File: src/rtl/instr_fetch_if.sv
// Fetch-unit bus bundle: instruction-memory request/response, decode-side
// buffer head handshake, and the redirect/misalignment path.
interface instr_fetch_if;
  logic        imem_req;
  logic [63:0] imem_addr;
  logic [31:0] imem_rdata;
  logic        imem_ready;
  logic        inst_valid;
  logic [31:0] inst_out;
  logic [63:0] pc_out;
  logic        inst_ready;
  logic        redirect_valid;
  logic [63:0] redirect_pc;
  logic        misalign_err;

  modport master (
    output imem_req, imem_addr, inst_valid, inst_out, pc_out, misalign_err,
    input  imem_rdata, imem_ready, inst_ready, redirect_valid, redirect_pc
  );

  modport slave (
    input  imem_req, imem_addr, inst_valid, inst_out, pc_out, misalign_err,
    output imem_rdata, imem_ready, inst_ready, redirect_valid, redirect_pc
  );
endinterface

File: src/rtl/instr_fetch.sv
// Instruction fetch unit: sequential fetch from RESET_PC into a small FIFO
// feeding decode, with redirect flush and a sticky misaligned-target flag.
module instr_fetch #(
  parameter logic [63:0] RESET_PC = 64'd40,
  parameter int          DEPTH    = 2
) (
  input  logic           clk,
  input  logic           rst_n,
  instr_fetch_if.master  fetch_bus
);

  localparam int PTR_W = $clog2(DEPTH);
  localparam int CNT_W = PTR_W + 1;

  typedef enum logic [1:0] {BOOT, RUN, FULL} state_e;

  state_e             state_q, state_d;
  logic [63:0]        fetch_pc_q, fetch_pc_d;
  logic [CNT_W-1:0]   count_q, count_d;
  logic [PTR_W-1:0]   head_q, head_d;
  logic [PTR_W-1:0]   tail_q, tail_d;
  logic               misalign_q, misalign_d;

  logic [31:0]        inst_mem_q [DEPTH];
  logic [63:0]        pc_mem_q   [DEPTH];

  logic               req;
  logic               push;
  logic               pop;
  logic               valid;

  always_comb begin
    // NOTE: every signal gets a default before any branch so no latch is inferred.
    valid      = (count_q != '0);
    req        = (state_q == RUN) && !fetch_bus.redirect_valid;
    push       = req && fetch_bus.imem_ready;
    pop        = valid && fetch_bus.inst_ready;

    state_d    = state_q;
    fetch_pc_d = fetch_pc_q;
    count_d    = count_q;
    head_d     = head_q;
    tail_d     = tail_q;
    misalign_d = misalign_q;

    if (fetch_bus.redirect_valid) begin
      // The flush discards whatever a concurrent pop would have removed anyway.
      fetch_pc_d = {fetch_bus.redirect_pc[63:2], 2'b00};
      count_d    = '0;
      head_d     = '0;
      tail_d     = '0;
      state_d    = RUN;
      if (fetch_bus.redirect_pc[1:0] != 2'b00) begin
        misalign_d = 1'b1;
      end
    end else begin
      if (push) begin
        tail_d     = tail_q + PTR_W'(1);
        fetch_pc_d = fetch_pc_q + 64'd4;
      end
      if (pop) begin
        head_d = head_q + PTR_W'(1);
      end
      count_d = count_q + CNT_W'(push) - CNT_W'(pop);

      unique case (state_q)
        BOOT: state_d = RUN;
        RUN:  if (count_d == CNT_W'(DEPTH)) state_d = FULL;
        FULL: if (pop) state_d = RUN;
        default: state_d = BOOT;
      endcase
    end
  end

  always_ff @(posedge clk or negedge rst_n) begin
    if (!rst_n) begin
      // NOTE: sequential state uses non-blocking assignments only.
      state_q    <= BOOT;
      fetch_pc_q <= RESET_PC;
      count_q    <= '0;
      head_q     <= '0;
      tail_q     <= '0;
      misalign_q <= 1'b0;
    end else begin
      state_q    <= state_d;
      fetch_pc_q <= fetch_pc_d;
      count_q    <= count_d;
      head_q     <= head_d;
      tail_q     <= tail_d;
      misalign_q <= misalign_d;
    end
  end

  // NOTE: storage is not reset; entries are only visible when count_q says so.
  always_ff @(posedge clk) begin
    if (push) begin
      inst_mem_q[tail_q] <= fetch_bus.imem_rdata;
      pc_mem_q[tail_q]   <= fetch_pc_q;
    end
  end

  assign fetch_bus.imem_req     = req;
  assign fetch_bus.imem_addr    = fetch_pc_q;
  assign fetch_bus.inst_valid   = valid;
  assign fetch_bus.inst_out     = valid ? inst_mem_q[head_q] : 32'd0;
  assign fetch_bus.pc_out       = valid ? pc_mem_q[head_q]   : 64'd0;
  assign fetch_bus.misalign_err = misalign_q;

endmodule

File: src/flat_wrapper.sv
// flat-port wrapper written by rule: the top's interface ports become plain ports
module instr_fetch_flat 
#(
  parameter logic [63:0] RESET_PC = 64'd40,
  parameter int          DEPTH    = 2
)
  (clk, rst_n, fetch_bus_imem_req, fetch_bus_imem_addr, fetch_bus_inst_valid, fetch_bus_inst_out, fetch_bus_pc_out, fetch_bus_misalign_err, fetch_bus_imem_rdata, fetch_bus_imem_ready, fetch_bus_inst_ready, fetch_bus_redirect_valid, fetch_bus_redirect_pc);
  instr_fetch_if fetch_bus_i ();
  input  logic clk;
  input  logic rst_n;
  output wire logic [$bits(fetch_bus_i.imem_req)-1:0] fetch_bus_imem_req;
  output wire logic [$bits(fetch_bus_i.imem_addr)-1:0] fetch_bus_imem_addr;
  output wire logic [$bits(fetch_bus_i.inst_valid)-1:0] fetch_bus_inst_valid;
  output wire logic [$bits(fetch_bus_i.inst_out)-1:0] fetch_bus_inst_out;
  output wire logic [$bits(fetch_bus_i.pc_out)-1:0] fetch_bus_pc_out;
  output wire logic [$bits(fetch_bus_i.misalign_err)-1:0] fetch_bus_misalign_err;
  input wire logic [$bits(fetch_bus_i.imem_rdata)-1:0] fetch_bus_imem_rdata;
  input wire logic [$bits(fetch_bus_i.imem_ready)-1:0] fetch_bus_imem_ready;
  input wire logic [$bits(fetch_bus_i.inst_ready)-1:0] fetch_bus_inst_ready;
  input wire logic [$bits(fetch_bus_i.redirect_valid)-1:0] fetch_bus_redirect_valid;
  input wire logic [$bits(fetch_bus_i.redirect_pc)-1:0] fetch_bus_redirect_pc;
  assign fetch_bus_imem_req = fetch_bus_i.imem_req;
  assign fetch_bus_imem_addr = fetch_bus_i.imem_addr;
  assign fetch_bus_inst_valid = fetch_bus_i.inst_valid;
  assign fetch_bus_inst_out = fetch_bus_i.inst_out;
  assign fetch_bus_pc_out = fetch_bus_i.pc_out;
  assign fetch_bus_misalign_err = fetch_bus_i.misalign_err;
  assign fetch_bus_i.imem_rdata = fetch_bus_imem_rdata;
  assign fetch_bus_i.imem_ready = fetch_bus_imem_ready;
  assign fetch_bus_i.inst_ready = fetch_bus_inst_ready;
  assign fetch_bus_i.redirect_valid = fetch_bus_redirect_valid;
  assign fetch_bus_i.redirect_pc = fetch_bus_redirect_pc;
  instr_fetch #(.RESET_PC(RESET_PC), .DEPTH(DEPTH)) u_core (.clk(clk), .rst_n(rst_n), .fetch_bus(fetch_bus_i));
endmodule
File: config.mk
export PLATFORM = sky130hd
export DESIGN_NAME = instr_fetch_flat
export DESIGN_NICKNAME = d
export VERILOG_FILES = /design/src/rtl/instr_fetch_if.sv /design/src/rtl/instr_fetch.sv /design/src/flat_wrapper.sv
export SDC_FILE = /design/constraint.sdc
export NUM_CORES = 1
export LEC_CHECK = 0
export BUFFER_PORTS_ARGS = -buffer_cell sky130_fd_sc_hd__buf_2
export CAP_MARGIN = 20
export CORE_MARGIN = 5
export CORE_UTILIZATION = 54
export CTS_BUF_LIST = sky130_fd_sc_hd__clkbuf_4 sky130_fd_sc_hd__clkbuf_8 sky130_fd_sc_hd__clkbuf_16
export DETAILED_ROUTE_END_ITERATION = 8
export GPL_TIMING_DRIVEN = 0
export PLACE_DENSITY = 0.8
export SLEW_MARGIN = 40
export SYNTH_ARGS = -nofsm -noshare
export SYNTH_HDL_FRONTEND = slang
export SYNTH_SLANG_ARGS = --single-unit
File: constraint.sdc
create_clock -name clk -period 6.88 [get_ports clk]
set_clock_uncertainty 0.15 [all_clocks]
set_input_delay 0.344 -clock clk [delete_from_list [all_inputs] [get_ports clk]]
set_output_delay 0.344 -clock clk [all_outputs]
set_load 0.05 [all_outputs]
==> qor.txt, run 1 <==
Status: finished clean
Fraction of registers with async set/reset: 0.2685
CTS H-Tree Depth: 1
Root buffer cell: clkbuf_16
HPWL after detailed placement: 21.99 mm
EDFF count, synth: 188
CTS tree: built
Sequential area share after synthesis: 0.6602
Critical Path AT: 2.95 ns
Final setup fails: 0
Max Slew Vio Count: 0
WP buf/inv: 3
Drt initial violations: 821
Core area: 20,300 sq um
Mean post-synth cell area: 12.62 sq um
CP Cell Sequence: nor2_1 > clkbuf_1 > buf_1 > nor2_1 > buf_2
Remaining Overflow, GRT: 0
Kind of critical path: flop to output pin
Worst setup endpoint: fetch_bus_inst_out[16]
Syn Inst Count: 885
Critical Path Stages: 5
Total CTS buffers: 27
Lkg Pwr: 5.803 nW
Starting Density: 0.5503
IO Count: 264
Hold Slack: 0.04707 ns
Via density: 5.780
Worst min path class: input port to flop
Peak VDD IR: 253.5 uV
Max-cap violations: 0
CP top delay family: buffers and inverters
Int Power: 2.847 mW
Die height: 153.8 um
Gate power share: 0.164
Ys flop type: edfxtp_1
Max Clk Rate: 290.3 MHz
Clock-pin slew on the worst setup and hold paths: 0.07 ns
# rows: 52
Post-CTS sizing: 0
RR Endpoint: u_core.fetch_bus.imem_addr[38]
Worst slew pin tran: 0.8563 ns
Reg2reg setup slack: 3.91 ns
Post-Place Cells: 1,425
Pre-antenna DRT Iters: 5
Most common cell in the netlist: edfxtp_1
Final WL: 32.63 mm
DRC Markers: 0
Footprint of the multi-input gates: 3582 sq um
Cell taking the most area after synthesis: edfxtp_1
Yosys warnings: 0
Synth top area share: 0.5054
Period utilization: 0.5007
Register area: 7375 sq um
Vias in the first global route: 9,057
Data required, critical path: 6.39 ns
Final #Nets: 1,383
Layout Utilization: 0.7355
Post-synthesis cell area: 11,170 sq um
Synth Register Bits: 257
Routed wire per std cell: 20.76 um
Via count: 9,086
Clk sink count: 257
Share of cells above drive strength 1: 0.2583
Crit path capture type: output pin
Filler cells: 1,321
Crit path launch type: flop
Final hold vios: 0
Slew headroom: 0.4291
Global-route wire length before repair: 49.87 mm
CP peak stage delay: 0.71 ns
Worst-path maximum fanout: 10
Reg2Reg Launch Point: u_core.fetch_bus.imem_addr[3]
CP startpoint: u_core.count_q[1]
Synth top cells by count: edfxtp_1 (188), nor2_1 (125), mux2i_1 (98)
Yosys cell types: 51
Antenna violations before repair: 1
Switch share: 0.2877
Sequential Power Share: 0.468
Die outline width: 153.8 um
Clk Latency, worst-skew pair: 0.54 ns
Total track usage: 0.2653
Top cells by area, synth: edfxtp_1 (51%), dfrtp_1 (15%), mux2i_1 (8.8%)
Crit path top cell by count: nor2_1
Min cycle time layout: 3.445 ns
Final GP Congestion: 0.8937
Final ANT Viol Nets: 0
Clock buffer depth: 3
Worst reg2reg path depth: 7
Port Buffer Count: 258
Largest net degree at the start of global routing: 47
Pwr dens: 267.7 nW/um^2
Fin cells: 1,572
Setup Fix Bufs, Post-CTS: 0
Slowest-stage cell, CP: clkbuf_1
RSZ-0062 raised after global routing: no
Die area: 23,660 sq um
P_sw: 1.150 mW
Syn-to-layout area delta: 33.66%
Clk pwr share: 0.368
power by group through the flow:
stage          clock network [mW]  registers, mW  logic (mW)
2_1_floorplan                   0           2.00       0.287
3_3_place_gp                    0           1.90       0.576
3_5_place_dp                    0           1.90       0.605
4_1_cts                      1.48           1.87       0.651
5_1_grt                      1.55           1.88       0.690
6_report                     1.47           1.87       0.654
state kept, by name (all words and copies together) (netlist names):
| name | cells |
|---|---|
| u_core.head_q | 1 |
| u_core.fetch_bus.misalign_err | 1 |
| u_core.fetch_bus.imem_addr | 62 |
| u_core.tail_q | 1 |
| u_core.state_q | 2 |
| u_core.inst_mem_q | 64 |
| u_core.pc_mem_q | 124 |
| u_core.count_q | 2 |
per-layer routing:
layer	GRT usage	up-vias	share of wire
met5	0	-	0
met4	0.08621	0	0.032
met3	0.05115	84	0.079
met2	0.4587	494	0.50
met1	0.3393	4409	0.39
li1	-	4099	-
final cells by class:
class	count	share of cell area
timing repair buffer	363	0.1660
sequential	257	0.4939
tap	270	0.02263
clock buffer	39	0.05254
multi-input combinational	572	0.2399
clock inverter	11	0.008799
inverter	13	0.003268
antenna	1	0.0001676
buffer	46	0.01274
worst reg2reg max path: stages, from the launching register on:
cell	delay, ns
dfstp_2	0.58
ha_1	0.20
nand3_1	0.22
nor4_4	0.56
nand4_1	0.38
buf_2	0.32
or3_1	0.32
a31oi_1	0.16
cells by family (layout without fill, tap and decap cells):
kind of cell,after synthesis,count (layout),share of synthesized area
adder cells (fa/ha/maj),2,2,0.002240
multiplexers,100,100,0.08983
XOR/XNOR,21,21,0.01647
flip-flops,257,257,0.6602
buffers and inverters,59,472,0.02128
AO/OA/AOI/OAI,100,100,0.05914
other,1,5,0.0003357
AND/OR/NAND/NOR,345,345,0.1505
layout by cell type, fill, tap and decap left out, types with 10 or more instances in the layout:
master,n
or3_1,12
nor3_1,16
dfrtp_1,67
nor2_1,124
edfxtp_1,188
buf_1,11
a31oi_1,10
xor2_1,12
o21ai_0,37
inv_1,12
mux2i_1,98
buf_2,259
nand4_1,30
dlygate4sd3_1,96
clkbuf_16,27
clkbuf_1,29
nand3_1,35
o211ai_1,15
nand2_1,80
what timing repair did:
action	CTS	global route
endpoints found under the setup margin	0	0
endpoints found under the hold margin	195	0
hold buffers	96	0
per-stage QoR:
step	power (mW)	cell area [sq um]	worst slack [ns]	TNS [ns]
3_5_place_dp	2.503	13050	3.819	0
4_1_cts	4.003	14930	3.434	0
2_1_floorplan	2.288	11180	1.213	0
5_1_grt	4.125	14930	3.272	0
3_3_place_gp	2.478	12810	-1.472	-137.69
6_report	3.997	14930	3.435	0
worst min-delay path by stage:
stage / startpoint / to / slack, ns / cells past startpoint
2_1_floorplan: rst_n / u_core.count_q[0] / -0.10 / 0
3_3_place_gp: u_core.fetch_bus.misalign_err / u_core.fetch_bus.misalign_err / 0.30 / 1
3_5_place_dp: rst_n / u_core.fetch_bus.imem_addr[7] / 0.07 / 1
4_1_cts: fetch_bus_redirect_pc[33] / u_core.fetch_bus.imem_addr[33] / 0.009 / 4
5_1_grt: fetch_bus_redirect_pc[33] / u_core.fetch_bus.imem_addr[33] / 0.06 / 4
6_report: fetch_bus_redirect_pc[33] / u_core.fetch_bus.imem_addr[33] / 0.05 / 4
Note: power is estimated with default switching activity, not from simulation.
==> run 2: changes to the inputs <==
--- a/config.mk
+++ b/config.mk
@@ -5,14 +5,15 @@
 export SDC_FILE = /design/constraint.sdc
 export NUM_CORES = 1
 export LEC_CHECK = 0
+export ABC_AREA = 1
 export BUFFER_PORTS_ARGS = -buffer_cell sky130_fd_sc_hd__buf_2
 export CAP_MARGIN = 20
 export CORE_MARGIN = 5
-export CORE_UTILIZATION = 54
+export CORE_UTILIZATION = 55
 export CTS_BUF_LIST = sky130_fd_sc_hd__clkbuf_4 sky130_fd_sc_hd__clkbuf_8 sky130_fd_sc_hd__clkbuf_16
 export DETAILED_ROUTE_END_ITERATION = 8
 export GPL_TIMING_DRIVEN = 0
-export PLACE_DENSITY = 0.8
+export PLACE_DENSITY = 0.81
 export SLEW_MARGIN = 40
 export SYNTH_ARGS = -nofsm -noshare
 export SYNTH_HDL_FRONTEND = slang
==> constraint.sdc (replaced) <==
create_clock -name clk -period 3.5 [get_ports clk]
set_clock_uncertainty 0.15 [all_clocks]
set_input_delay 0.175 -clock clk [delete_from_list [all_inputs] [get_ports clk]]
set_output_delay 0.175 -clock clk [all_outputs]
set_load 0.05 [all_outputs]
==> qor.txt, run 2 <==
Ys flop type: edfxtp_1
Clock-pin slew on the worst setup and hold paths: 0.06 ns (about the same)
Root buffer cell: clkbuf_16
Post-synthesis cell area: 12,110 sq um (+8.4%)
Die outline width: 158.4 um (+3.0%)
CP top delay family: buffers and inverters
P_sw: 3.822 mW (+230%)
Area post-placement: 14,020 sq um (+7.4%)
Reg2reg setup slack: 0.84 ns (-3.07 ns)
Clk sink count: 257 (unchanged)
Largest net degree at the start of global routing: 46 (-2.1%)
Antenna violations before repair: 4 (+3)
Max FFs per register: 124 (unchanged)
Mean post-synth cell area: 9.607 sq um (-24%)
Kind of critical path: flop to output pin
Sequential area share after synthesis: 0.6088 (-0.05141)
Via density: 5.485 (-5.1%)
Fraction of registers with async set/reset: 0.2685 (unchanged)
Die area: 25,090 sq um (+6.0%)
Remaining Overflow, GRT: 0 (unchanged)
CTS tree: built
Synth Register Bits: 257 (unchanged)
Syn Inst Count: 1,261 (+42%)
Total CTS buffers: 25 (-7.4%)
DRC Markers: 0 (unchanged)
EDFF count, synth: 188 (unchanged)
Peak VDD IR: 508.3 uV (+100%)
Final hold vios: 0 (unchanged)
Slowest-stage cell, CP: nor2_1
IO Count: 264 (unchanged)
Crit path launch type: flop
Final #Nets: 1,769 (+28%)
Lkg Pwr: 6.580 nW (+13%)
Synth top area share: 0.4660 (-0.03936)
Design Area, Final: 15,890 sq um (+6.4%)
Setup Fix Bufs, Post-CTS: 0 (unchanged)
Routed wire per std cell: 19.87 um (-4.3%)
Data required, critical path: 3.17 ns (-3.22 ns)
Syn-to-layout area delta: 31.18%
Worst slew pin tran: 0.8447 ns (-0.01164 ns)
Yosys warnings: 0 (unchanged)
Min cycle time layout: 3.105 ns
Max Slew Vio Count: 0 (unchanged)
Slew headroom: 0.4369 (+0.007759)
Clk pwr share: 0.275 (-0.093)
Via count: 10.79k (+19%)
RSZ-0062 raised after global routing: no
Worst min path class: input port to async pin
Global-route wire length before repair: 59.15 mm (+19%)
Most common cell after layout, fill and taps aside: nand2_1
Top cells by area, synth: edfxtp_1 (47%), nand2_1 (14%), dfrtp_1 (14%)
CTS H-Tree Depth: 1 (unchanged)
Yosys cell types: 36 (-29%)
Gate power share: 0.325 (+0.161)
WP buf/inv: 3 (unchanged)
Crit path capture type: output pin
Total track usage: 0.3048 (+0.03955)
Max-cap violations: 0 (unchanged)
Int Power: 5.864 mW (+110%)
Filler cells: 1,526 (+16%)
Critical Path AT: 2.78 ns (-0.17 ns)
CP peak stage delay: 0.52 ns (-0.19 ns)
HPWL after detailed placement: 27.34 mm (+24%)
Drt initial violations: 977 (+19%)
Top reg by flops: u_core.pc_mem_q
CP Cell Sequence: nor2_1 > clkbuf_2 > clkbuf_1 > a21oi_1 > buf_2
Period utilization: 0.8870
Pre-antenna DRT Iters: 6 (+1)
Synth top cells by count: nand2_1 (450), edfxtp_1 (188), nor2_1 (136)
Cell taking the most area after synthesis: edfxtp_1
CTS Hold Bufs: 105 (+9.4%)
Max Clk Rate: 322.1 MHz
Most common cell in the netlist: nand2_1
Core area: 21,760 sq um (+7.2%)
Share of cells above drive strength 1: 0.2334 (-0.02489)
Pwr Total: 9.686 mW (+140%)
Clk Latency, worst-skew pair: 0.52 ns (-0.02 ns)
Final WL: 39.10 mm (+20%)
Clock buffer depth: 3 (unchanged)
Final setup fails: 0 (unchanged)
Die height: 158.4 um (+3.0%)
Final ANT Viol Nets: 0 (unchanged)
Port Buffer Count: 259 (+0.39%)
Sequential Power Share: 0.400 (-0.068)
# rows: 54 (+3.8%)
Switch share: 0.3946 (+0.1069)
Commonest cells after routing, fill and taps aside: nand2_1 (450), buf_2 (266), edfxtp_1 (188)
Pwr dens: 609.5 nW/um^2 (+130%)
Final GP Congestion: 0.9795 (+9.6%)
Worst-path maximum fanout: 10 (unchanged)
Starting Density: 0.5568 (+0.006525)
Status: finished clean
Vias in the first global route: 10.71k (+18%)
Post-CTS sizing: 0 (unchanged)
==> run 2: path summary, 6_finish.rpt <==
path                                                  end  cells after the start                     startpoint
max                                  fetch_bus_pc_out[52]                      5              u_core.count_q[0]
min                         u_core.fetch_bus.imem_addr[5]                      2                          rst_n
max reg2reg                                 u_core.head_q                      6                  u_core.head_q
min reg2reg                 u_core.fetch_bus.imem_addr[3]                      2  u_core.fetch_bus.imem_addr[3]
max in group asynchronous  u_core.fetch_bus.imem_addr[15]                      3                          rst_n
min in group clk                        u_core.count_q[1]                      6           fetch_bus_inst_ready
==> run 2: metal layers <==
layer / routed length (um) / GRT usage / up-vias
met5: 0 / 0 / -
met4: 1257 / 0.1024 / 0
met3: 3321 / 0.05463 / 84
met2: 19100 / 0.5271 / 569
met1: 15420 / 0.3907 / 5104
li1: - / - / 5037
==> run 2: cell type report <==
class / count / area, sq um / share of cell area
Sequential cell: 257 / 7375 / 0.4641
Multi-Input combinational cell: 896 / 4282 / 0.2694
Timing Repair Buffer: 375 / 2576 / 0.1621
Clock buffer: 37 / 747.0 / 0.04700
Tap cell: 280 / 350.3 / 0.02205
Buffer: 55 / 272.8 / 0.01716
Inverter: 56 / 212.7 / 0.01338
Clock inverter: 8 / 66.31 / 0.004173
Antenna cell: 4 / 10.01 / 0.0006299
==> run 2: power by group through the flow <==
| stage | combinational, mW | sequential, mW | clock, mW |
|---|---|---|---|
| after floorplan | 1.82 | 4.19 | 0 |
| after global placement | 2.91 | 3.92 | 0 |
| after detailed placement | 3.00 | 3.93 | 0 |
| after CTS | 3.11 | 3.87 | 2.67 |
| after global routing | 3.34 | 3.90 | 2.80 |
| final | 3.15 | 3.87 | 2.66 |
==> run 2: metrics by stage <==
stage	utilization	worst slack (ns)	setup TNS [ns]	hold WS (ns)	instances
detailed placement	0.6445	0.7381	0	-0.09392	1814
CTS	0.7302	0.1849	0	0.03017	1964
global placement	0.6337	-0.3425	-55.35	0.2128	1803
floorplan	-	0.4038	0	-0.2706	1264
global route	0.7304	0.2427	0	0.04745	1968
finish	0.7304	0.3955	0	0.03386	1968
==> run 2: kinds of logic (layout without fill, tap and decap cells) <==
kind of cell	count (synthesis)	in the layout	share of synthesized area
DFF	257	257	0.6088
other	1	8	0.0003096
AOI/OAI and AO/OA	203	203	0.1100
and+or+nand+nor	661	661	0.2201
buffers and inverters	111	531	0.03997
xor gates and xnor gates	26	26	0.01880
adders and majority gates	2	2	0.002065
